File: src/rtl/lif_tdm_scheduler_if.sv
// Bus bundle for the LIF time-multiplexed scheduler.
// The master side is the stimulus/current source plus the spike consumer and
// debug reader; the slave side is the scheduler itself.
interface lif_tdm_scheduler_if #(
    parameter int N_NEURONS = 4,
    parameter int IDXW      = $clog2(N_NEURONS)
);
    // Timestep control
    logic            tick;
    logic            busy;
    logic            done;
    logic            overrun;

    // Current-write port
    logic            cur_valid;
    logic [IDXW-1:0] cur_idx;
    logic [7:0]      cur_data;
    logic            cur_ready;

    // Spike event stream
    logic            spike_valid;
    logic [IDXW-1:0] spike_idx;

    // Debug readback
    logic [IDXW-1:0] rd_idx;
    logic [7:0]      rd_state;

    modport master (
        output tick, cur_valid, cur_idx, cur_data, rd_idx,
        input  busy, done, overrun, cur_ready, spike_valid, spike_idx, rd_state
    );

    modport slave (
        input  tick, cur_valid, cur_idx, cur_data, rd_idx,
        output busy, done, overrun, cur_ready, spike_valid, spike_idx, rd_state
    );
endinterface

File: src/rtl/lif_tdm_scheduler.sv
// Leaky-integrate-fire scheduler: one shared update datapath swept across
// N_NEURONS neurons, one neuron per clock, once per timestep tick.
// Membrane state and per-neuron input-current buffers live in flop arrays so
// the whole population can be cleared in a single reset cycle.
module lif_tdm_scheduler #(
    parameter int         N_NEURONS = 4,
    parameter logic [7:0] THRESHOLD = 8'd230
) (
    input  logic               clk,
    input  logic               rst_n,
    lif_tdm_scheduler_if.slave bus
);

    localparam int IDXW = $clog2(N_NEURONS);
    localparam logic [IDXW-1:0] LAST_IDX = IDXW'(N_NEURONS - 1);

    // Sweep controller encoding kept as plain constants for legacy tooling
    localparam logic [1:0] ST_IDLE  = 2'd0;
    localparam logic [1:0] ST_SWEEP = 2'd1;
    localparam logic [1:0] ST_DONE  = 2'd2;

    logic [1:0]      fsm;
    logic [IDXW-1:0] ptr;
    logic            sweeping;

    logic [7:0] state_mem [N_NEURONS];
    logic [7:0] cur_buf   [N_NEURONS];

    // Datapath for the neuron under the pointer
    logic [7:0] cur_s;
    logic [7:0] cur_c;
    logic       fire;
    logic [7:0] next_s;

    // Saturating accumulate for the current-write port
    logic       wr_en;
    logic [7:0] wr_old;
    logic [8:0] wr_sum;
    logic [7:0] wr_sat;

    // Registered outputs
    logic            spike_valid_r;
    logic [IDXW-1:0] spike_idx_r;
    logic            done_r;
    logic            overrun_r;

    assign sweeping = (fsm == ST_SWEEP);

    // LIF update for the neuron selected by ptr: leak by s*7/8 (three shifts), add current, or fire and reset
    // NOTE: every variable gets a default at the top of always_comb so no path can leave it unassigned and infer a latch.
    always_comb begin
        cur_s  = state_mem[ptr];
        cur_c  = cur_buf[ptr];
        fire   = (cur_s >= THRESHOLD);
        next_s = cur_c + (cur_s >> 1) + (cur_s >> 2) + (cur_s >> 3);
        if (fire) begin
            next_s = 8'd0;
        end
    end

    // Current-write accumulate, saturating at 255; out-of-range indices are dropped
    always_comb begin
        wr_en  = bus.cur_valid && (int'(bus.cur_idx) < N_NEURONS);
        wr_old = 8'd0;
        if (wr_en) begin
            wr_old = cur_buf[bus.cur_idx];
        end
        wr_sum = {1'b0, wr_old} + {1'b0, bus.cur_data};
        wr_sat = wr_sum[8] ? 8'hFF : wr_sum[7:0];
    end

    // Sweep sequencing, spike/done strobes and the sticky overrun flag
    // NOTE: sequential state uses non-blocking assignments so every flop samples pre-edge values regardless of statement order.
    always_ff @(posedge clk) begin
        if (!rst_n) begin
            fsm           <= ST_IDLE;
            ptr           <= '0;
            spike_valid_r <= 1'b0;
            spike_idx_r   <= '0;
            done_r        <= 1'b0;
            overrun_r     <= 1'b0;
        end else begin
            spike_valid_r <= sweeping && fire;
            if (sweeping && fire) begin
                spike_idx_r <= ptr;
            end
            done_r <= sweeping && (ptr == LAST_IDX);
            if (bus.tick && (fsm != ST_IDLE)) begin
                overrun_r <= 1'b1;
            end

            case (fsm)
                ST_IDLE: begin
                    if (bus.tick) begin
                        fsm <= ST_SWEEP;
                        ptr <= '0;
                    end
                end
                ST_SWEEP: begin
                    if (ptr == LAST_IDX) begin
                        fsm <= ST_DONE;
                    end else begin
                        ptr <= ptr + 1'b1;
                    end
                end
                ST_DONE: begin
                    fsm <= ST_IDLE;
                    ptr <= '0;
                end
                default: begin
                    fsm <= ST_IDLE;
                    ptr <= '0;
                end
            endcase
        end
    end

    // Membrane state: only the neuron under the pointer changes, and only during a sweep
    // NOTE: the arrays are reset explicitly because a reset must clear every neuron in one cycle; this keeps them in flops rather than RAM.
    always_ff @(posedge clk) begin
        if (!rst_n) begin
            for (int j = 0; j < N_NEURONS; j++) begin
                state_mem[j] <= 8'd0;
            end
        end else if (sweeping) begin
            state_mem[ptr] <= next_s;
        end
    end

    // Input-current buffers: accumulate writes, clear on processing; a write that
    // collides with processing replaces the buffer so it counts toward the next step
    always_ff @(posedge clk) begin
        if (!rst_n) begin
            for (int j = 0; j < N_NEURONS; j++) begin
                cur_buf[j] <= 8'd0;
            end
        end else begin
            for (int j = 0; j < N_NEURONS; j++) begin
                if (wr_en && (bus.cur_idx == IDXW'(j))) begin
                    if (sweeping && (ptr == IDXW'(j))) begin
                        cur_buf[j] <= bus.cur_data;
                    end else begin
                        cur_buf[j] <= wr_sat;
                    end
                end else if (sweeping && (ptr == IDXW'(j))) begin
                    cur_buf[j] <= 8'd0;
                end
            end
        end
    end

    // Debug readback is a plain mux; out-of-range selects read as zero
    always_comb begin
        bus.rd_state = 8'd0;
        if (int'(bus.rd_idx) < N_NEURONS) begin
            bus.rd_state = state_mem[bus.rd_idx];
        end
    end

    assign bus.cur_ready   = rst_n;
    assign bus.busy        = (fsm != ST_IDLE);
    assign bus.done        = done_r;
    assign bus.overrun     = overrun_r;
    assign bus.spike_valid = spike_valid_r;
    assign bus.spike_idx   = spike_idx_r;

endmodule

File: src/flat_wrapper.sv
// flat-port wrapper written by rule: the top's interface ports become plain ports
module lif_tdm_scheduler_flat 
#(
    parameter int         N_NEURONS = 4,
    parameter logic [7:0] THRESHOLD = 8'd230
)
  (clk, rst_n, bus_tick, bus_cur_valid, bus_cur_idx, bus_cur_data, bus_rd_idx, bus_busy, bus_done, bus_overrun, bus_cur_ready, bus_spike_valid, bus_spike_idx, bus_rd_state);
  lif_tdm_scheduler_if #(.N_NEURONS(N_NEURONS)) bus_i ();
  input  logic clk;
  input  logic rst_n;
  input wire logic [$bits(bus_i.tick)-1:0] bus_tick;
  input wire logic [$bits(bus_i.cur_valid)-1:0] bus_cur_valid;
  input wire logic [$bits(bus_i.cur_idx)-1:0] bus_cur_idx;
  input wire logic [$bits(bus_i.cur_data)-1:0] bus_cur_data;
  input wire logic [$bits(bus_i.rd_idx)-1:0] bus_rd_idx;
  output wire logic [$bits(bus_i.busy)-1:0] bus_busy;
  output wire logic [$bits(bus_i.done)-1:0] bus_done;
  output wire logic [$bits(bus_i.overrun)-1:0] bus_overrun;
  output wire logic [$bits(bus_i.cur_ready)-1:0] bus_cur_ready;
  output wire logic [$bits(bus_i.spike_valid)-1:0] bus_spike_valid;
  output wire logic [$bits(bus_i.spike_idx)-1:0] bus_spike_idx;
  output wire logic [$bits(bus_i.rd_state)-1:0] bus_rd_state;
  assign bus_i.tick = bus_tick;
  assign bus_i.cur_valid = bus_cur_valid;
  assign bus_i.cur_idx = bus_cur_idx;
  assign bus_i.cur_data = bus_cur_data;
  assign bus_i.rd_idx = bus_rd_idx;
  assign bus_busy = bus_i.busy;
  assign bus_done = bus_i.done;
  assign bus_overrun = bus_i.overrun;
  assign bus_cur_ready = bus_i.cur_ready;
  assign bus_spike_valid = bus_i.spike_valid;
  assign bus_spike_idx = bus_i.spike_idx;
  assign bus_rd_state = bus_i.rd_state;
  lif_tdm_scheduler #(.N_NEURONS(N_NEURONS), .THRESHOLD(THRESHOLD)) u_core (.clk(clk), .rst_n(rst_n), .bus(bus_i));
endmodule
File: config.mk
export PLATFORM = sky130hd
export DESIGN_NAME = lif_tdm_scheduler_flat
export DESIGN_NICKNAME = d
export VERILOG_FILES = /design/src/rtl/lif_tdm_scheduler_if.sv /design/src/rtl/lif_tdm_scheduler.sv /design/src/flat_wrapper.sv
export SDC_FILE = /design/constraint.sdc
export NUM_CORES = 1
export LEC_CHECK = 0
export BUFFER_PORTS_ARGS = -buffer_cell sky130_fd_sc_hd__buf_4
export CAP_MARGIN = 10
export CORE_AREA = 2 2 156 97
export CTS_CLUSTER_SIZE = 20
export DETAILED_ROUTE_END_ITERATION = 10
export DIE_AREA = 0 0 158 99
export PLACE_DENSITY = 0.57
export SYNTH_ARGS = -nofsm -noshare
export SYNTH_HDL_FRONTEND = slang
export SYNTH_SLANG_ARGS = --single-unit
export TNS_END_PERCENT = 30
File: constraint.sdc
create_clock -name clk -period 4 [get_ports clk]
set_input_delay 0.6 -clock clk [delete_from_list [all_inputs] [get_ports clk]]
set_output_delay 0.6 -clock clk [all_outputs]
set_load 0.005 [all_outputs]
; Word level (Yosys, flattened, before mapping)
; Memory sizes are Yosys's and may differ from the RTL's. A register that Yosys moved wholly into a read port is not among the register bits.
; Cells that the tools add are included.
[classes]
addsub = 5
n_lt_le_gt_ge = 1
eq_ne = 10
muxes = 76
bitwise = 12
n_reduce_logical = 17
[ops]
columns = cell, count
row1 = 8-bit 2-to-1 mux, 16
row2 = 1-bit 2-to-1 mux, 49
row3 = 2-bit 2-to-1 mux, 9
row4 = 1-bit bitwise OR, 12
row5 = 1-bit logical AND, 10
row6 = 8-bit by 8-bit adder with 9-bit output, 1
row7 = 8-bit by 5-bit adder with 8-bit output, 1
row8 = 8-bit by 6-bit adder with 8-bit output, 1
row9 = 8-bit by 7-bit adder with 8-bit output, 1
row10 = "2-bit == test, second input constant", 4
row11 = "8-bit >= comparator, second input constant", 1
row12 = 2-bit one-hot mux with 2 select lines, 2
row13 = 8-bit OR reduction, 1
row14 = "2-bit by 1-bit == test with 1-bit output, second input constant", 3
row15 = 2-bit logical NOT, 3
row16 = "2-bit inequality test, second input constant", 3
row17 = 2-bit AND reduction, 2
row18 = "2-bit by 1-bit adder with 2-bit output, second input constant", 1
row19 = 2-bit nonzero test, 1
[word_totals]
register_bits = 9
mem_bits_rw = 64
wordCells = 129
mem_count = 2
[memory_table]
columns = memory, words, width, rd, rd_clocked_by_memory_dff, write_ports, line_no
row1 = u_core.cur_buf, 4, 8, 2, 1, 4, lif_tdm_scheduler.sv:27  ; logic [7:0] cur_buf [N_NEURONS];
row2 = u_core.state_mem, 4, 8, 2, 1, 4, lif_tdm_scheduler.sv:26  ; logic [7:0] state_mem [N_NEURONS];

; Depth between registers and ports, before layout
; Gate-level depths: netlist of the first run.
[depth]
word_depth = 9
mapped_depth = 15
depth_no_buf = 13

; Least setup slack after synthesis of the first run
; Ideal clock, no wire load.
[synth_timing]
path_type = reg2reg
from = register with a tool-made name
to = memory u_core.state_mem[0][6] (data pin)
setup_ns = 0.285
arrival_time_ns = 3.845
required_ns = 3.715
setup_slack_ns = -0.130
path_stages_with_launch = 14
synth_period_minus_slack_ns = 4.130
path_cell_list = dfxtp_1 > buf_6 > buf_2 > mux4_2 > inv_1 > fa_1 > fa_1 > inv_1 > ha_1 > a21o_1 > a21oi_1 > nor4b_1 > a2111oi_0 > nor2_1
[synth_lines]
columns = item, line_no
row1 = end: declaration, lif_tdm_scheduler.sv:26

==> results.md, run 1 <==
- Status: complete, no violations
- Max Freq: 261 MHz
- Hold buffers post-CTS: 0
- Shortest period the worst path allows: 3840 ps
- Global-route wire length before repair: 19700 um
- DRC viols: 0
- RR Endpoint: u_core.state_mem[0][6]
- Post-DRT Antenna Nets: 0
- Via/cell ratio: 5.31
- Grt total ovfl: 0
- Asr flop ratio synth: 0%
- Gate Count Post-Synth: 430
- Register share of total power: 31.5%
- GRT Util Overall: 16.9%
- Max Clock Skew: 12.4 ps
- Worst vdd rail ir drop: 360 uV
- Row count: 34
- Largest net degree at the start of global routing: 21
- Worst hold start: u_core.bus.spike_idx[1]
- Final Cycle Share: 95.9%
- Starting DRT DRC Count: about 340
- Worst Slack Setup Final: 164 ps
- Layout cell share with drive strength beyond 1: between 20% and 30%
- Core area: 0.0142 sq mm
- Clock Path Buffers: 2
- CTS tree: built
- Slowest cell delay on critical path: 510 ps
- Syn Std Cell Area: 0.00489 sq mm
- Final net count: 520
- Final estimated routing congestion in global placement: 0.823
- H-Tree Depth: 3
- Distinct cells, synth: 46
- Routed vias: 3574
- WL/cell: 18.7 um
- Worst-Margin Slew: 757 ps
- Final HPWL DP: 9450 um
- Synth warn: 0
- Clk sink count: 75
- Pre-antenna DRT Iters: 5
- Synth area leaders: edfxtp_1, mux4_2, ha_1
- Final hold vios: 0
- Number of flops mapped to enable cells by yosys: 64
- DR WL met2: 5200 um
- Max_slew headroom: between 40% and 50%
- Internal Pwr Total: 1.94 mW
- Avg Inst Size Synth: 11.4 sq um
- DR top layer: met4
- Max-cap violations: 0
- Root buffer cell: clkbuf_16
- N_diodes: 0
- CP arrival: 3920 ps
- Critical path, cell by cell: buf_12 > buf_4 > buf_12 > mux4_2 > inv_1 > fa_1 > fa_1 > inv_1 > ha_1 > inv_1 > o211a_1 > a2111oi_2 > buf_4 > nor2_1
- Die width: roughly 160 um
- Worst skew pair latency: about 350 ps
- Num CTS Buffers: 9
- Clk pwr share: 26.4%
- Most frequent CP cell: inv_1
- Synthesis-to-finish area growth: 18.6%
- Post-Place Setup Slack: -4.73 ps
- Die area: about 0.016 sq mm
- Tot Pwr: 3.11 mW
- Top-area cell type share of the netlist area: 39.3%
- Worst Setup Path Type: register to register
- Reg2reg path depth: 14
- Num ports: 31
- Worst-path maximum fanout: 9
- CP Capture Type: register
- Met1 WL: 6370 um
- Synth area leader: edfxtp_1
- Final-report max-slew violation count: 0
- Buffers on Ports: 30
- Top FF cell, synth: edfxtp_1
- Register area share after synthesis: between 40% and 50%
- Finished Core Util: 40.8%
- Combinational power share: 42.1%
- Starting Density: between 30% and 40%
- Pwr dens: 535 mW/mm^2
- Switching pwr: between 1 and 1.5 mW
- R2R setup slack: 160 ps
- Worst endpoint required time: 4090 ps
- Most common cell after layout, fill and taps aside: nor2_1
- Die height: 99 um
- Drt total wl: 12600 um
- Worst setup path end: u_core.state_mem[0][6]
- Clock Pin Slew Worst Setup and Hold Paths: approximately 70 ps
- Synth Net Count: 480
- Vias in the first global route: 3441
- Min-Delay Path Class: register to register
- Pleak: about 2.3 nW
- Finish-stage setup viols: 0
- Detail Route met3 WL: 879 um
- Switching Share: 37.5%
- Setup crit start kind: register
- Flops & latches, synth: 75
- Worst path slowest cell: fa_1
- Initial antenna violation count: 0
- Commonest non-fill, non-tap cells in the layout: nor2_1, edfxtp_1, buf_4, inv_1, mux4_2
-- kinds of logic (layout without fill, tap and decap cells) --
kind of cell             Yosys count  after routing  synth area share, %
flip-flops                        75             75                 43.8
multiplexers                      39             39                 15.7
AO/OA/AOI/OAI                     77             77                 10.8
adder cells (fa/ha/maj)           34             34                 10.5
buffers and inverters             57            102                 4.84
XOR/XNOR                           6              6                 1.07
AND/OR/NAND/NOR                  142            142                 13.2
-- timing repair --
action	CTS	global route
resized for setup	1	15
cloned	0	0
setup buffers	0	10
endpoints found under the setup margin	4	8
pin swaps	0	6
-- through the flow --
stage	cell area [sq um]	hold slack (ps)	setup TNS [ps]	instances
6_report	5800	465	0	673
3_5_place_dp	5360	447	-13.0	647
2_1_floorplan	4900	451	0	430
4_1_cts	5660	465	0	663
5_1_grt	5800	504	-14.1	673
3_3_place_gp	5360	453	0	647
-- power by group through the flow --
stage	Combinational, mW	Sequential, mW	Clock, mW
3_3_place_gp	1.15	0.994	0
4_1_cts	1.18	0.979	0.832
5_1_grt	1.44	0.986	0.861
6_report	1.31	0.980	0.819
3_5_place_dp	1.17	0.995	0
2_1_floorplan	0.813	0.977	0
-- critical path, delay by kind of cell, from the launching register on --
| family | cells | cell delay [ps] |
|---|---|---|
| flops | 1 | 350 |
| mux | 1 | 500 |
| simple gates | 1 | 40 |
| compound gates | 2 | 590 |
| buf+inv | 7 | 830 |
| fa+ha+maj | 3 | 1250 |
-- layer usage --
layer  GRT usage [%]  vias to the layer above
met1            26.2                     1767
met5               0                        -
met2            22.9                      113
met4            4.16                        0
li1                -                     1682
met3            4.66                       12
-- Yosys cell counts, drive strengths merged (2+ instances only) --
| library cell | count |
|---|---|
| a211oi | 26 |
| a21o | 4 |
| a21oi | 13 |
| and2 | 8 |
| and3 | 3 |
| buf | 8 |
| clkbuf | 14 |
| dfxtp | 11 |
| edfxtp | 64 |
| fa | 12 |
| ha | 22 |
| inv | 35 |
| mux2 | 2 |
| mux2i | 7 |
| mux4 | 30 |
| nand2 | 23 |
| nand2b | 5 |
| nand3 | 8 |
| nand4 | 2 |
| nor2 | 69 |
| nor2b | 6 |
| nor3 | 9 |
| o211a | 2 |
| o21a | 2 |
| o21ai | 14 |
| o31a | 2 |
| o31ai | 6 |
| or3 | 4 |
| xnor2 | 4 |
| xor2 | 2 |
-- registers in the layout, indices dropped and copies added (netlist names), named ones only --
name                    count
u_core.bus.spike_valid      1
u_core.cur_buf             32
u_core.state_mem           32
u_core.bus.spike_idx        2
u_core.fsm                  2
u_core.bus.done             1
u_core.bus.overrun          1
u_core.ptr                  2
-- how the worst min path moves through the flow --
stage                                    endpoint  slack, ps  cells after the start
after floorplan           u_core.bus.spike_idx[0]        450                      2
after global placement    u_core.bus.spike_idx[1]        450                      2
after detailed placement  u_core.bus.spike_idx[1]        450                      2
after CTS                 u_core.bus.spike_idx[1]        470                      2
after global routing      u_core.bus.spike_idx[0]        500                      2
final                     u_core.bus.spike_idx[1]        470                      2
-- layout make-up --
class	instances	area, sq um
tap	198	248
inverter	35	135
timing repair buffer	51	408
clock inverter	7	75.1
sequential	75	2140
clock buffer	9	225
multi-input combinational	298	2570
fill	1374	8410
Note: power is estimated with default switching activity, not from simulation.
==> inputs of run 2 (changes only) <==
--- a/config.mk
+++ b/config.mk
@@ -7,8 +7,9 @@
 export LEC_CHECK = 0
+export ABC_AREA = 1
 export BUFFER_PORTS_ARGS = -buffer_cell sky130_fd_sc_hd__buf_4
 export CAP_MARGIN = 10
-export CORE_AREA = 2 2 156 97
+export CORE_AREA = 5 5 163 102
 export CTS_CLUSTER_SIZE = 20
 export DETAILED_ROUTE_END_ITERATION = 10
-export DIE_AREA = 0 0 158 99
+export DIE_AREA = 0 0 168 107
 export PLACE_DENSITY = 0.57
==> constraint.sdc (replaced) <==
create_clock -name clk -period 4 [get_ports clk]
set_input_delay 1 -clock clk [delete_from_list [all_inputs] [get_ports clk]]
set_output_delay 1 -clock clk [all_outputs]
set_load 0.005 [all_outputs]
==> run 2 against run 1 <==
Net effect:
- hold slack better by 22 ps
- critical path depth rose by 2
- critical endpoint is now u_core.cur_buf[0][6]
- sequential power fell by 4.1%
- total power decreased by 13%
- clock-buffer cell count rose by 2
- worst setup slack improved by 130 ps
- highest routed layer unchanged
- sequential share of layout area decreased by 0.63 points
- global-route usage grew 0.088 points
- final area increased by 1.7%
- clock skew is 4.5 ps lower
- combinational power is 35% lower
==> results.md, run 2 <==
- Status: complete, no violations
- Global-route wire length before repair: roughly 24000 um
- Synth Net Count: 676
- GRT Util Overall: 16.9%
- R2R setup slack: ~350 ps
- Syn Std Cell Area: 0.00514 sq mm
- Tot Pwr: about 2.7 mW
- Worst vdd rail ir drop: 239 uV
- Register area share after synthesis: 41.7%
- Shortest period the worst path allows: 3710 ps
- Final Cycle Share: 92.7%
- Synth warn: 0
- Starting Density: 34.2%
- Post-DRT Antenna Nets: 0
- Grt total ovfl: 0
- Vias in the first global route: between 4000 and 5000
- Commonest non-fill, non-tap cells in the layout: nand2_1, inv_1, nor2_1, edfxtp_1, o21ai_0
- Avg Inst Size Synth: 8.21 sq um
- Synth cell count leaders: nand2_1, inv_1, edfxtp_1, nor2_1, o21ai_0
- CP arrival: 3800 ps
- Layout cell share with drive strength beyond 1: 14.0%
- Finished Core Util: 39.3%
- Min-Delay Path Class: register to register
- Die area: between 0.015 and 0.02 sq mm
- Pleak: 2.56 nW
- Post-Place Setup Slack: -67.8 ps
- Final hold vios: 0
- Pwr dens: 455 mW/mm^2
- CTS tree: built
- Num ports: 31
- Final estimated routing congestion in global placement: 0.947
- Num CTS Buffers: 9
- Synthesis-to-finish area growth: 14.8%
- Largest registers: u_core.cur_buf x32, u_core.state_mem x32
- Gate Count Post-Synth: between 600 and 700
- Slowest cell delay on critical path: 430 ps
- DRC viols: 0
- Clock Path Buffers: 2
- Final net count: 709
- Worst Slack Setup Final: 293 ps
- Asr flop ratio synth: 0%
- Die width: between 150 and 200 um
- Buffers on Ports: 30
- Worst-path maximum fanout: 8
- Number of flops mapped to enable cells by yosys: 64
- Synth area leaders: edfxtp_1, nand2_1, inv_1
- Max-cap violations: 0
- Pre-antenna DRT Iters: 5
- Top-area cell type share of the netlist area: 37.4%
- Max Clock Skew: between 7 and 8 ps
- Worst Setup Path Type: input port to register
- RSZ-0062 raised after global routing: no
- Starting DRT DRC Count: 364
- Row count: 35
- Clk sink count: 75
- Top FF cell, synth: edfxtp_1
- Worst path slowest cell: fa_1
- Setup Fix Bufs, Post-CTS: 0
- Most frequent CP cell: nand2_1
- H-Tree Depth: 3
- Worst endpoint required time: 4090 ps
- Distinct cells, synth: 44
- Hold slack: 488 ps
- Worst-Margin Slew: ~890 ps
- WL/cell: 16.9 um
- Synth area leader: edfxtp_1
- TNS Setup: 0 ps
- Clock Pin Slew Worst Setup and Hold Paths: approximately 60 ps
- Root buffer cell: clkbuf_16
- Top-count cell post-synth: nand2_1
- Setup crit start kind: input port
- Initial antenna violation count: 0
- Worst skew pair latency: 340 ps
- Die height: about 110 um
- Flops & latches, synth: 75
- Critical path, cell by cell: buf_4 > inv_1 > nand2_1 > inv_1 > nand2_1 > a31oi_1 > ha_1 > inv_1 > fa_1 > o21ai_0 > buf_4 > nand3_1 > nand3_1 > nand3_1 > nand2_1 > nand2_1
- Finish-stage setup viols: 0
- Via/cell ratio: 5.20
- Final HPWL DP: 11000 um
- Max Freq: approximately 270 MHz
- Max_slew headroom: 40.4%
- N_diodes: 0
- Routed vias: 4510
- Core area: 0.0150 sq mm
- CP Capture Type: register
- Drt total wl: 14600 um
- Hold buffers post-CTS: 0
- Most common cell after layout, fill and taps aside: nand2_1
- Largest net degree at the start of global routing: 36
- Final-report max-slew violation count: 0
run 2: worst paths after layout:
path | start | endpoint | cells after the start
setup / recovery | bus_cur_idx[0] | u_core.cur_buf[0][6] | 16
hold / removal | u_core.bus.overrun | u_core.bus.overrun | 2
setup reg to reg | register | u_core.state_mem[1][5] | 15
hold reg to reg | u_core.bus.overrun | u_core.bus.overrun | 2
run 2: stage by stage:
| step | std cells | instance area [sq um] |
|---|---|---|
| floorplan | 626 | 5140 |
| global placement | 851 | 5570 |
| detailed placement | 851 | 5570 |
| CTS | 867 | 5900 |
| global route | 867 | 5900 |
| finish | 867 | 5900 |
run 2: where the power goes:
part | switching, mW | total (mW) | internal [mW]
combinational | 0.537 | 0.853 | 0.316
clock | 0.319 | 0.895 | 0.576
sequential | 0.0302 | 0.940 | 0.909
run 2: logic make-up after synthesis:
group           after synthesis  synth area share [%]
simple gates                300                  26.6
compound gates              112                  12.2
buf+inv                      99                  8.42
flops                        75                  41.7
fa+ha+maj                    34                  10.0
xor+xnor                      6                  1.02
run 2: layout make-up:
class | instances | area (sq um)
clock inverters | 5 | 75.1
repair buffers | 37 | 290
clock buffers | 11 | 253
flip-flops and latches | 75 | 2140
fillers | 1507 | 9120
well taps | 203 | 254
inverters | 84 | 320
multi-input cells | 452 | 2570
run 2: repair_timing:
item | CTS | global route
setup endpoints to repair | 0 | 15
gates resized for setup | 0 | 1
endpoints found under the hold margin | 0 | 0
run 2: worst max-delay path: cells and delay by family:
kind            cells  cell delay, ps
simple gates        7             690
compound gates      2             680
buf+inv             5             740
fa+ha+maj           2             690
run 2: per-layer routing:
| metal | vias to the layer above | routed length (um) | GRT usage (%) |
|---|---|---|---|
| met3 | 13 | 1470 | 4.35 |
| met2 | 197 | 5890 | 23.5 |
| met5 | - | 0 | 0 |
| met1 | 2146 | 7110 | 26.0 |
| li1 | 2154 | - | - |
| met4 | 0 | 142 | 4.00 |
